--- src/rtl/spi_frame_rx.sv ---
// spi_frame_rx -- SPI (mode 0) frame receiver with clock-domain synchronizers.
//
// This block samples sck, mosi and cs from an external SPI master that is
// asynchronous to clk_in. It assembles MSB-first frames of FRAME_BITS bits.
// A frame is accepted only if exactly FRAME_BITS sck rising edges were seen
// between the cs fall and the cs rise. Any other count is rejected.
//
// Parameters
//   FRAME_BITS  : bits per frame (>= 2)
//   SYNC_STAGES : synchronizer depth applied identically to sck, mosi and cs
//
// Ports
//   clk_in      : system clock, rising edge
//   rst         : synchronous, active-high reset
//   sck         : SPI serial clock (idles low)
//   mosi        : SPI serial data, MSB first
//   cs          : SPI chip select, active-low
//   data_out    : last accepted frame word
//   data_valid  : one-cycle pulse, new frame accepted
//   frame_err   : one-cycle pulse, frame rejected (wrong bit count)
//   busy        : high while a frame is being received (SHIFT and END)
//   frame_count : accepted-frame counter, wraps modulo 256
module spi_frame_rx #(
  parameter int FRAME_BITS  = 16,
  parameter int SYNC_STAGES = 2
) (
  input  logic                  clk_in,
  input  logic                  rst,
  input  logic                  sck,
  input  logic                  mosi,
  input  logic                  cs,
  output logic [FRAME_BITS-1:0] data_out,
  output logic                  data_valid,
  output logic                  frame_err,
  output logic                  busy,
  output logic [7:0]            frame_count
);

  localparam int CNT_W = $clog2(FRAME_BITS + 2);
  localparam logic [CNT_W-1:0] CNT_FULL = CNT_W'(FRAME_BITS);
  localparam logic [CNT_W-1:0] CNT_MAX  = CNT_W'(FRAME_BITS + 1);

  localparam logic [1:0] WAIT_IDLE = 2'd0;
  localparam logic [1:0] IDLE      = 2'd1;
  localparam logic [1:0] SHIFT     = 2'd2;
  localparam logic [1:0] END       = 2'd3;

  // Bit counter increment that sticks at FRAME_BITS+1. Long frames then
  // remain distinguishable from good ones, and the counter never wraps.
  function automatic logic [CNT_W-1:0] sat_inc(input logic [CNT_W-1:0] v);
    return (v == CNT_MAX) ? v : v + 1'b1;
  endfunction

  logic [SYNC_STAGES-1:0] sck_sync;
  logic [SYNC_STAGES-1:0] mosi_sync;
  logic [SYNC_STAGES-1:0] cs_sync;
  logic                   sck_hist;
  logic                   cs_hist;
  logic                   sck_s;
  logic                   mosi_s;
  logic                   cs_s;

  assign sck_s  = sck_sync[SYNC_STAGES-1];
  assign mosi_s = mosi_sync[SYNC_STAGES-1];
  assign cs_s   = cs_sync[SYNC_STAGES-1];

  // ---- synchronizer chains + history flops ----
  // cs resets to 1 (deasserted) so that reset itself never creates an edge.
  always_ff @(posedge clk_in) begin
    if (rst) begin
      sck_sync  <= '0;
      mosi_sync <= '0;
      cs_sync   <= '1;
      sck_hist  <= 1'b0;
      cs_hist   <= 1'b1;
    end else begin
      sck_sync[0]  <= sck;
      mosi_sync[0] <= mosi;
      cs_sync[0]   <= cs;
      for (int i = 1; i < SYNC_STAGES; i++) begin
        sck_sync[i]  <= sck_sync[i-1];
        mosi_sync[i] <= mosi_sync[i-1];
        cs_sync[i]   <= cs_sync[i-1];
      end
      sck_hist <= sck_s;
      cs_hist  <= cs_s;
    end
  end

  // ---- stage p0: registered edge strobes, mosi kept in step with sck ----
  logic sck_rise_p0;
  logic cs_rise_p0;
  logic cs_fall_p0;
  logic cs_lvl_p0;
  logic mosi_p0;

  always_ff @(posedge clk_in) begin
    if (rst) begin
      sck_rise_p0 <= 1'b0;
      cs_rise_p0  <= 1'b0;
      cs_fall_p0  <= 1'b0;
      cs_lvl_p0   <= 1'b1;
      mosi_p0     <= 1'b0;
    end else begin
      sck_rise_p0 <= sck_s & ~sck_hist;
      cs_rise_p0  <= cs_s & ~cs_hist;
      cs_fall_p0  <= ~cs_s & cs_hist;
      cs_lvl_p0   <= cs_s;
      mosi_p0     <= mosi_s;
    end
  end

  // After reset, the chains still hold reset values rather than real samples.
  // A cs level seen then is not trusted until a real sample reaches stage p0.
  // Otherwise a reset issued while cs stays low would look like "cs high",
  // and the remaining bits of the aborted frame would be received.
  logic [SYNC_STAGES+1:0] warm;
  logic                   warm_done;

  assign warm_done = warm[SYNC_STAGES+1];

  always_ff @(posedge clk_in) begin
    if (rst) begin
      warm <= '0;
    end else begin
      warm <= {warm[SYNC_STAGES:0], 1'b1};
    end
  end

  // ---- stage p1: frame state machine, shift register, outputs ----
  logic [1:0]            state;
  logic [FRAME_BITS-1:0] shift;
  logic [CNT_W-1:0]      bit_cnt;

  always_ff @(posedge clk_in) begin
    if (rst) begin
      state       <= WAIT_IDLE;
      shift       <= '0;
      bit_cnt     <= '0;
      data_out    <= '0;
      data_valid  <= 1'b0;
      frame_err   <= 1'b0;
      frame_count <= '0;
    end else begin
      data_valid <= 1'b0;
      frame_err  <= 1'b0;
      case (state)
        WAIT_IDLE: begin
          if (warm_done && cs_lvl_p0) state <= IDLE;
        end
        IDLE: begin
          if (cs_fall_p0) begin
            state   <= SHIFT;
            shift   <= '0;
            bit_cnt <= '0;
          end
        end
        SHIFT: begin
          // If the last sck edge and the cs rise land in the same cycle,
          // the bit is still taken. END then sees the updated count.
          if (sck_rise_p0) begin
            shift   <= {shift[FRAME_BITS-2:0], mosi_p0};
            bit_cnt <= sat_inc(bit_cnt);
          end
          if (cs_rise_p0) state <= END;
        end
        END: begin
          if (bit_cnt == CNT_FULL) begin
            data_out    <= shift;
            data_valid  <= 1'b1;
            frame_count <= frame_count + 8'd1;
          end else begin
            frame_err <= 1'b1;
          end
          state <= IDLE;
        end
        default: state <= WAIT_IDLE;
      endcase
    end
  end

  assign busy = (state == SHIFT) || (state == END);

endmodule

--- config.mk ---
export PLATFORM = sky130hd
export DESIGN_NAME = spi_frame_rx
export DESIGN_NICKNAME = d
export VERILOG_FILES = /design/src/rtl/spi_frame_rx.sv
export SDC_FILE = /design/constraint.sdc
export NUM_CORES = 1
export LEC_CHECK = 0
export CAP_MARGIN = 20
export CELL_PAD_IN_SITES_DETAIL_PLACEMENT = 1
export CELL_PAD_IN_SITES_GLOBAL_PLACEMENT = 2
export CORE_AREA = 2 2 87 89
export DETAILED_ROUTE_END_ITERATION = 8
export DIE_AREA = 0 0 89 91
export GPL_TIMING_DRIVEN = 0
export PLACE_DENSITY = 0.84
export REMOVE_ABC_BUFFERS = 1
export SLEW_MARGIN = 40
export SYNTH_ARGS = -nofsm -noshare
export SYNTH_HDL_FRONTEND = slang
export SYNTH_SLANG_ARGS = --single-unit
--- constraint.sdc ---
create_clock -name clk_in -period 4.55 [get_ports clk_in]
set_clock_uncertainty 0.2 [all_clocks]
set_input_delay 0.455 -clock clk_in [delete_from_list [all_inputs] [get_ports clk_in]]
set_output_delay 0.455 -clock clk_in [all_outputs]
set_load 0.02 [all_outputs]
Word-level counts from Yosys, hierarchy flattened

Cells that the tools add are included.

$add $sub $neg: 2
$mul: 0
Divide/modulo/power cells: 0
$lt $le $gt $ge: 0
Equality and inequality tests: 10
Shifts and indexed selects: 0
Muxes and demuxes: 14
Bitwise logic cells: 7
Reductions and logical operators: 9

Operators with widths:

| cell                  | number |
|---|---|
| $mux W16              | 2 |
| $pmux W16 S2          | 1 |
| $mux W5               | 3 |
| $eq A5 B5 Y1 const B  | 2 |
| $ne A2 B2 Y1 const B  | 5 |
| $pmux W5 S2           | 1 |
| $add A8 B1 Y8 const B | 1 |
| $pmux W2 S4           | 1 |
| $mux W2               | 3 |
| $reduce_and A3 Y1     | 2 |
| $add A5 B1 Y5 const B | 1 |
| $eq A2 B2 Y1 const B  | 2 |
| $not A1 Y1            | 4 |
| $reduce_and A4 Y1     | 1 |
| $and A1 B1 Y1         | 3 |
| $mux W1               | 3 |
| $eq A2 B1 Y1 const B  | 1 |
| $logic_not A2 Y1      | 1 |
| $reduce_and A2 Y1     | 1 |
| $reduce_bool A2 Y1    | 1 |
| $reduce_or A2 Y1      | 1 |
| $logic_and A1 B1 Y1   | 1 |
| $logic_or A1 B1 Y1    | 1 |

Register bits: 65
Bits in latches: 0
Bits in writable memories: 0
Bits in read-only memories: 0
Input port bits: 5
Output and inout bits: 27
Word-level logic and storage cells: 60
Memories: 0

Depth between registers and ports, before layout

Word-level depth: 4
Mapped depth: 9
Gate-level depth less buffers: 6

Worst setup path after synthesis

Ideal clock, no wire load.

Path kind: register to register
Start point: register state[0]
End point: register bit_cnt[0]
Library setup time: 0.087 ns
Data arrival time: 1.614 ns
Data required time: 4.263 ns
Path slack: 2.649 ns
Stages on the path, launching flop included: 7
Path buffers: 0
Period minus slack after synthesis: 1.901 ns
Cell sequence: dfxtp_1 > inv_1 > ha_1 > mux2_2 > nand2_2 > or4_1 > o31ai_1

Longest elaborated chain between the ends: 3
Elaborated cells on any way between the ends: 8
Classes of those cells: eq/ne: 5; mux: 1; reduce/logical: 2

RTL lines:

| item                                                                | RTL line | source |
|---|---|---|
| start: declaration                                                  | 131      | `logic [1:0] state;` |
| start signal: assignment                                            | 137      | `state <= WAIT_IDLE;` |
| start signal: assignment                                            | 149      | `if (warm_done && cs_lvl_p0) state <= IDLE;` |
| start signal: assignment                                            | 153      | `state <= SHIFT;` |
| $eq A2 B2 Y1 / $eq A2 B1 Y1 (equally long branches)                 | 147      | `case (state)` |
| $ne A2 B2 Y1 (no line) / $reduce_bool A2 Y1 (equally long branches) | -        |  |
| $reduce_and A4 Y1 (no line)                                         | -        |  |
| end signal: assignment                                              | 163      | `bit_cnt <= sat_inc(bit_cnt);` |
| end: declaration                                                    | 133      | `logic [CNT_W-1:0] bit_cnt;` |

Several ways; a longest one is shown, not always the timed one.
A chain may end at the register's enable or synchronous reset.

Worst setup path in the final report

Start point: register state[0]
End point: output port busy

Longest elaborated chain between the ends: 2
Elaborated cells on any way between the ends: 3
Classes of those cells: eq/ne: 2; reduce/logical: 1

RTL lines:

| item                   | RTL line | source |
|---|---|---|
| $eq A2 B2 Y1           | 182      | `assign busy = (state == SHIFT) \|\| (state == END);` |
| $logic_or A1 B1 Y1 (*) | 182      |  |
| end: declaration       | 35       | `output logic busy,` |

Every way passes the cells marked *; elsewhere a longest branch is shown, timed or not.

==> tab_implementation.tex <==
\begin{tabular}{lr}
\hline
Metric & Value \\
\hline
\multicolumn{2}{l}{\textbf{Run status}} \\
\quad Run status & completed \\
\multicolumn{2}{l}{\textbf{Synthesis}} \\
\quad Compound-Gate Fraction of Synth Area & approximately 9\% \\
\quad Number of library cell types mapped by synthesis & 30 \\
\quad Number of cells produced by synthesis & about 280 \\
\quad Prevailing post-synth register cell & sky130\_fd\_sc\_hd\_\_dfxtp\_1 \\
\quad Synthesis-stage register bit count & 65 \\
\quad Post-synthesis share of cell area spent on and, or, nand and nor gates & 25.4\% \\
\quad EDFF count, synth & 0 \\
\quad Share of async-settable or async-resettable flops after synthesis & 0\% \\
\quad Combinational family with the most area after synthesis & simple AND/OR/NAND/NOR gates \\
\quad Proportion of synthesized area in mux cells & 0.866\% \\
\quad Post-Syn Area & 2460 um\^{}2 \\
\quad Share of synthesized cell area in full adder, half adder and majority cells & 4.58\% \\
\quad Count of yosys warnings during synthesis & 0 \\
\quad Parity-gate share of the synthesized area counting xor and xnor cells & 2.85\% \\
\quad Mean post-synth cell area & 8.81 um\^{}2 \\
\quad Share of synthesized area occupied by flip-flops and latches & between 50\% and 60\% \\
\multicolumn{2}{l}{\textbf{Power}} \\
\quad Static leakage & $\sim$1.1 nW \\
\quad Total Power Consumption & 0.00115 W \\
\quad Power per Cell Area & 381 nW/um\^{}2 \\
\quad Peak ir drop on the vdd network & between 0.15 and 0.2 mV \\
\multicolumn{2}{l}{\textbf{Setup path}} \\
\quad Crit Path Category & reg2out \\
\quad Cell breakdown of the critical path & inv\_1 > ha\_2 > or2\_2 > clkdlybuf4s50\_1 \\
\quad Launch point of the worst path & state[0]\$\_SDFFE\_PP0P\_ \\
\quad Data required time of the worst path & 3.89 ns \\
\quad Worst-path fanout max & 23 \\
\quad Element type at the critical path start & flip-flop \\
\quad Data arrival time of the worst path & 2.08 ns \\
\quad Largest stage delay, worst path & between 0.5 and 0.6 ns \\
\quad Slowest library cell on the worst path & sky130\_fd\_sc\_hd\_\_clkdlybuf4s50\_1 \\
\quad Depth of the worst register-to-register path & 6 \\
\quad Setup slack of the most critical reg-to-reg path & 2.08 ns \\
\quad Critical register-to-register path startpoint & state[0]\$\_SDFFE\_PP0P\_ \\
\quad RR Endpoint & bit\_cnt[0]\$\_SDFFE\_PP0P\_ \\
\quad Critical path endpoint category & output port \\
\multicolumn{2}{l}{\textbf{STA}} \\
\quad Worst max-slew margin expressed relative to the limit & 53.1\% \\
\quad Setup repair after global routing missed its margin & false \\
\quad Final Hold Viols & 0 \\
\quad Number of max-slew violations in the final report & 0 \\
\quad Setup TNS Final & 0 ns \\
\quad Share of the clock period used by the worst path & 60.1\% \\
\quad Final count of negative-setup-slack endpoints & 0 \\
\quad Transition time at the pin with the least slew margin & between 0.7 and 0.8 ns \\
\quad Clock period minus worst slack & $\sim$2.7 ns \\
\quad Highest achievable clock rate & 365 MHz \\
\multicolumn{2}{l}{\textbf{Floorplanning}} \\
\quad Initial core utilization & 34.4\% \\
\quad Std cell rows & 31 \\
\quad Count of boundary I/O pins & 32 \\
\quad Die X & 89 um \\
\quad Total core area & 7140 um\^{}2 \\
\quad Overall die height & 91 um \\
\quad DIE AREA & 8100 um\^{}2 \\
\multicolumn{2}{l}{\textbf{Clocking}} \\
\quad CTS tree & done \\
\quad Sinks on Clock Net & between 60 and 70 \\
\quad Cts bufs inserted & 9 \\
\quad Number of buffers added for setup after CTS & 0 \\
\quad H-tree levels & 3 \\
\quad Insertion delay of the later-clocked pin in the worst-skew pair & 0.33 ns \\
\quad Cell at the root of the clock tree & sky130\_fd\_sc\_hd\_\_clkbuf\_8 \\
\quad Buffer levels on the longest clock path & 2 \\
\quad Post-CTS Hold Fix Bufs & 0 \\
\quad Total of cells resized after clock tree synthesis & 0 \\
\quad Clock-pin slew reported for the worst setup and hold paths after clock tree synthesis & 0.06 ns \\
\multicolumn{2}{l}{\textbf{GRT}} \\
\quad Global Route met2 Usage & 24.8\% \\
\quad GRT Total Usage & 14.9\% \\
\quad Via count of the first global-routing pass & 2008 \\
\quad Most crowded layer after global routing & met2 \\
\quad Global-route wire length before repair & 9400 um \\
\quad Largest net degree at the start of global routing & 49 \\
\quad Met3 Use GR & 4.64\% \\
\quad Antenna violations before repair & 0 \\
\quad Met1 Usage GRT & $\sim$18\% \\
\quad Total congestion overflow & 0 \\
\multicolumn{2}{l}{\textbf{Placed design}} \\
\quad HPWL reported at the end of detailed placement & 3370 um \\
\quad Final weighted congestion in routability-driven placement & 0.762 \\
\quad Quantity of I/O buffers inserted on ports & 31 \\
\multicolumn{2}{l}{\textbf{Drt}} \\
\quad Routed wire per std cell & $\sim$13 um \\
\quad Routed Antenna Nets & 0 \\
\quad Post-detailed-route DRC marker count & 0 \\
\quad Total vias in the final route & around 2000 \\
\quad Drt total wl & 5240 um \\
\quad Pre-Repair DR Iteration Count & 4 \\
\quad Via-per-instance ratio & 4.82 \\
\quad Number of DRC violations after detailed-routing iteration 0 & 90 \\
\multicolumn{2}{l}{\textbf{Layout}} \\
\quad Area grow syn2layout & 22.5\% \\
\quad Antenna diodes & 0 \\
\quad Fraction of final layout cells with drive strength greater than 1 & just over 8\% \\
\quad Final cell utilization of the core & 42.2\% \\
\quad Total number of nets in the final design & around 320 \\
\multicolumn{2}{l}{\textbf{Min path}} \\
\quad End point of the most critical hold path & sck\_rise\_p0\$\_SDFF\_PP0\_ \\
\quad Worst min path class & reg2reg \\
\quad Cell depth of the worst min-delay path & 1 \\
\quad Worst Hold Launch & sck\_hist\$\_SDFF\_PP0\_ \\
\multicolumn{2}{l}{\textbf{Run}} \\
\quad Max-Cap Viols & 0 \\
\hline
\end{tabular}
-- Yosys cell counts, types with 2 or more instances --
master | count | share of area [%]
sky130_fd_sc_hd__dfxtp_1 | 65 | 53
sky130_fd_sc_hd__nand2_1 | 56 | 8.6
sky130_fd_sc_hd__or4_1 | 3 | 0.92
sky130_fd_sc_hd__nand3_1 | 6 | 1.2
sky130_fd_sc_hd__nor2b_1 | 10 | 2.5
sky130_fd_sc_hd__buf_2 | 5 | 1.0
sky130_fd_sc_hd__o31ai_1 | 3 | 0.92
sky130_fd_sc_hd__a21oi_1 | 35 | 7.1
sky130_fd_sc_hd__xor2_1 | 6 | 2.1
sky130_fd_sc_hd__xnor2_1 | 2 | 0.71
sky130_fd_sc_hd__clkbuf_1 | 13 | 2.0
sky130_fd_sc_hd__inv_1 | 8 | 1.2
sky130_fd_sc_hd__ha_1 | 9 | 4.6
sky130_fd_sc_hd__nor2_1 | 13 | 2.0
sky130_fd_sc_hd__nand4_1 | 20 | 5.1
sky130_fd_sc_hd__or2_2 | 4 | 1.0
sky130_fd_sc_hd__and2_1 | 4 | 1.0
sky130_fd_sc_hd__and3_1 | 5 | 1.3
-- worst max path at each step --
stage	to	slack, ns	depth (start not counted)
5_1_grt	busy	1.66	4
3_5_place_dp	bit_cnt[1]$_SDFFE_PP0P_	1.78	6
6_report	busy	1.81	4
3_3_place_gp	bit_cnt[4]$_SDFFE_PP0P_	1.08	4
4_1_cts	bit_cnt[1]$_SDFFE_PP0P_	1.75	6
2_1_floorplan	bit_cnt[0]$_SDFFE_PP0P_	2.30	6
-- per-stage QoR --
step	worst slack, ns	cell area (um^2)	hold WS (ns)	cells
final	1.81	3010	0.184	407
after floorplan	2.30	2380	0.167	260
after global placement	1.08	2810	0.174	390
after global routing	1.66	3010	0.209	407
after CTS	1.75	3010	0.188	407
after detailed placement	1.78	2830	0.179	391
-- where the power goes --
group / total [W] / internal, W / switching, W
logic: 0.000125 / 0.0000365 / 0.0000886
registers: 0.000588 / 0.000579 / 0.00000889
clock network: 0.000434 / 0.000225 / 0.000208
-- per-layer routing --
| layer | vias to the layer above | wire length [um] |
|---|---|---|
| met2 | 30 | 2630 |
| met4 | 0 | 86 |
| li1 | 983 | - |
| met5 | - | 0 |
| met3 | 7 | 172 |
| met1 | 940 | 2360 |
-- cell type report --
| type | instances | area, um^2 |
|---|---|---|
| Fill cell | 864 | 4130 |
| Sequential cell | 65 | 1300 |
| Multi-Input combinational cell | 187 | 1050 |
| Timing Repair Buffer | 32 | 328 |
| Clock buffer | 13 | 159 |
| Tap cell | 99 | 124 |
| Inverter | 8 | 30.0 |
| Clock inverter | 3 | 15.0 |
-- cell usage in the layout, fill, tap and decap left out, drive strengths merged --
master / instances
dfxtp: 65
or4: 3
o31ai: 3
mux2: 1
xor2: 6
xnor2: 2
and2: 4
nor2: 13
clkdlybuf4s50: 30
o21ai: 1
inv: 8
nor2b: 10
ha: 9
a211oi: 1
buf: 2
nand2: 57
a222oi: 1
nand3: 6
mux2i: 1
nand2b: 1
nor3b: 1
or3: 1
and4bb: 1
nand4: 20
clkbuf: 13
nor3: 1
and3: 5
clkinv: 3
or2: 4
a21oi: 35
-- flip-flops by register name, summed over array words and instances (netlist names) --
register / cells
state: 2
frame_count: 8
sck_rise_p0: 1
bit_cnt: 5
warm: 4
mosi_sync: 2
data_out: 16
shift: 16
cs_rise_p0: 1
data_valid: 1
cs_fall_p0: 1
frame_err: 1
sck_hist: 1
mosi_p0: 1
sck_sync: 2
cs_sync: 2
cs_lvl_p0: 1
-- worst max-delay path, delay by kind of cell (launching register included) --
kind	cells	cell delay, ns
fa+ha+maj	1	0.36
buf+inv	2	0.62
simple gates	1	0.36
flops	1	0.41
-- kinds of logic (layout without fill, tap and decap cells) --
| group | after synthesis | after routing |
|---|---|---|
| XOR/XNOR | 8 | 8 |
| buffers and inverters | 27 | 56 |
| adder cells (fa/ha/maj) | 9 | 9 |
| AO/OA/AOI/OAI | 41 | 41 |
| multiplexers | 2 | 2 |
| flip-flops | 65 | 65 |
| AND/OR/NAND/NOR | 127 | 127 |
Power figures use the tool's default switching activity.
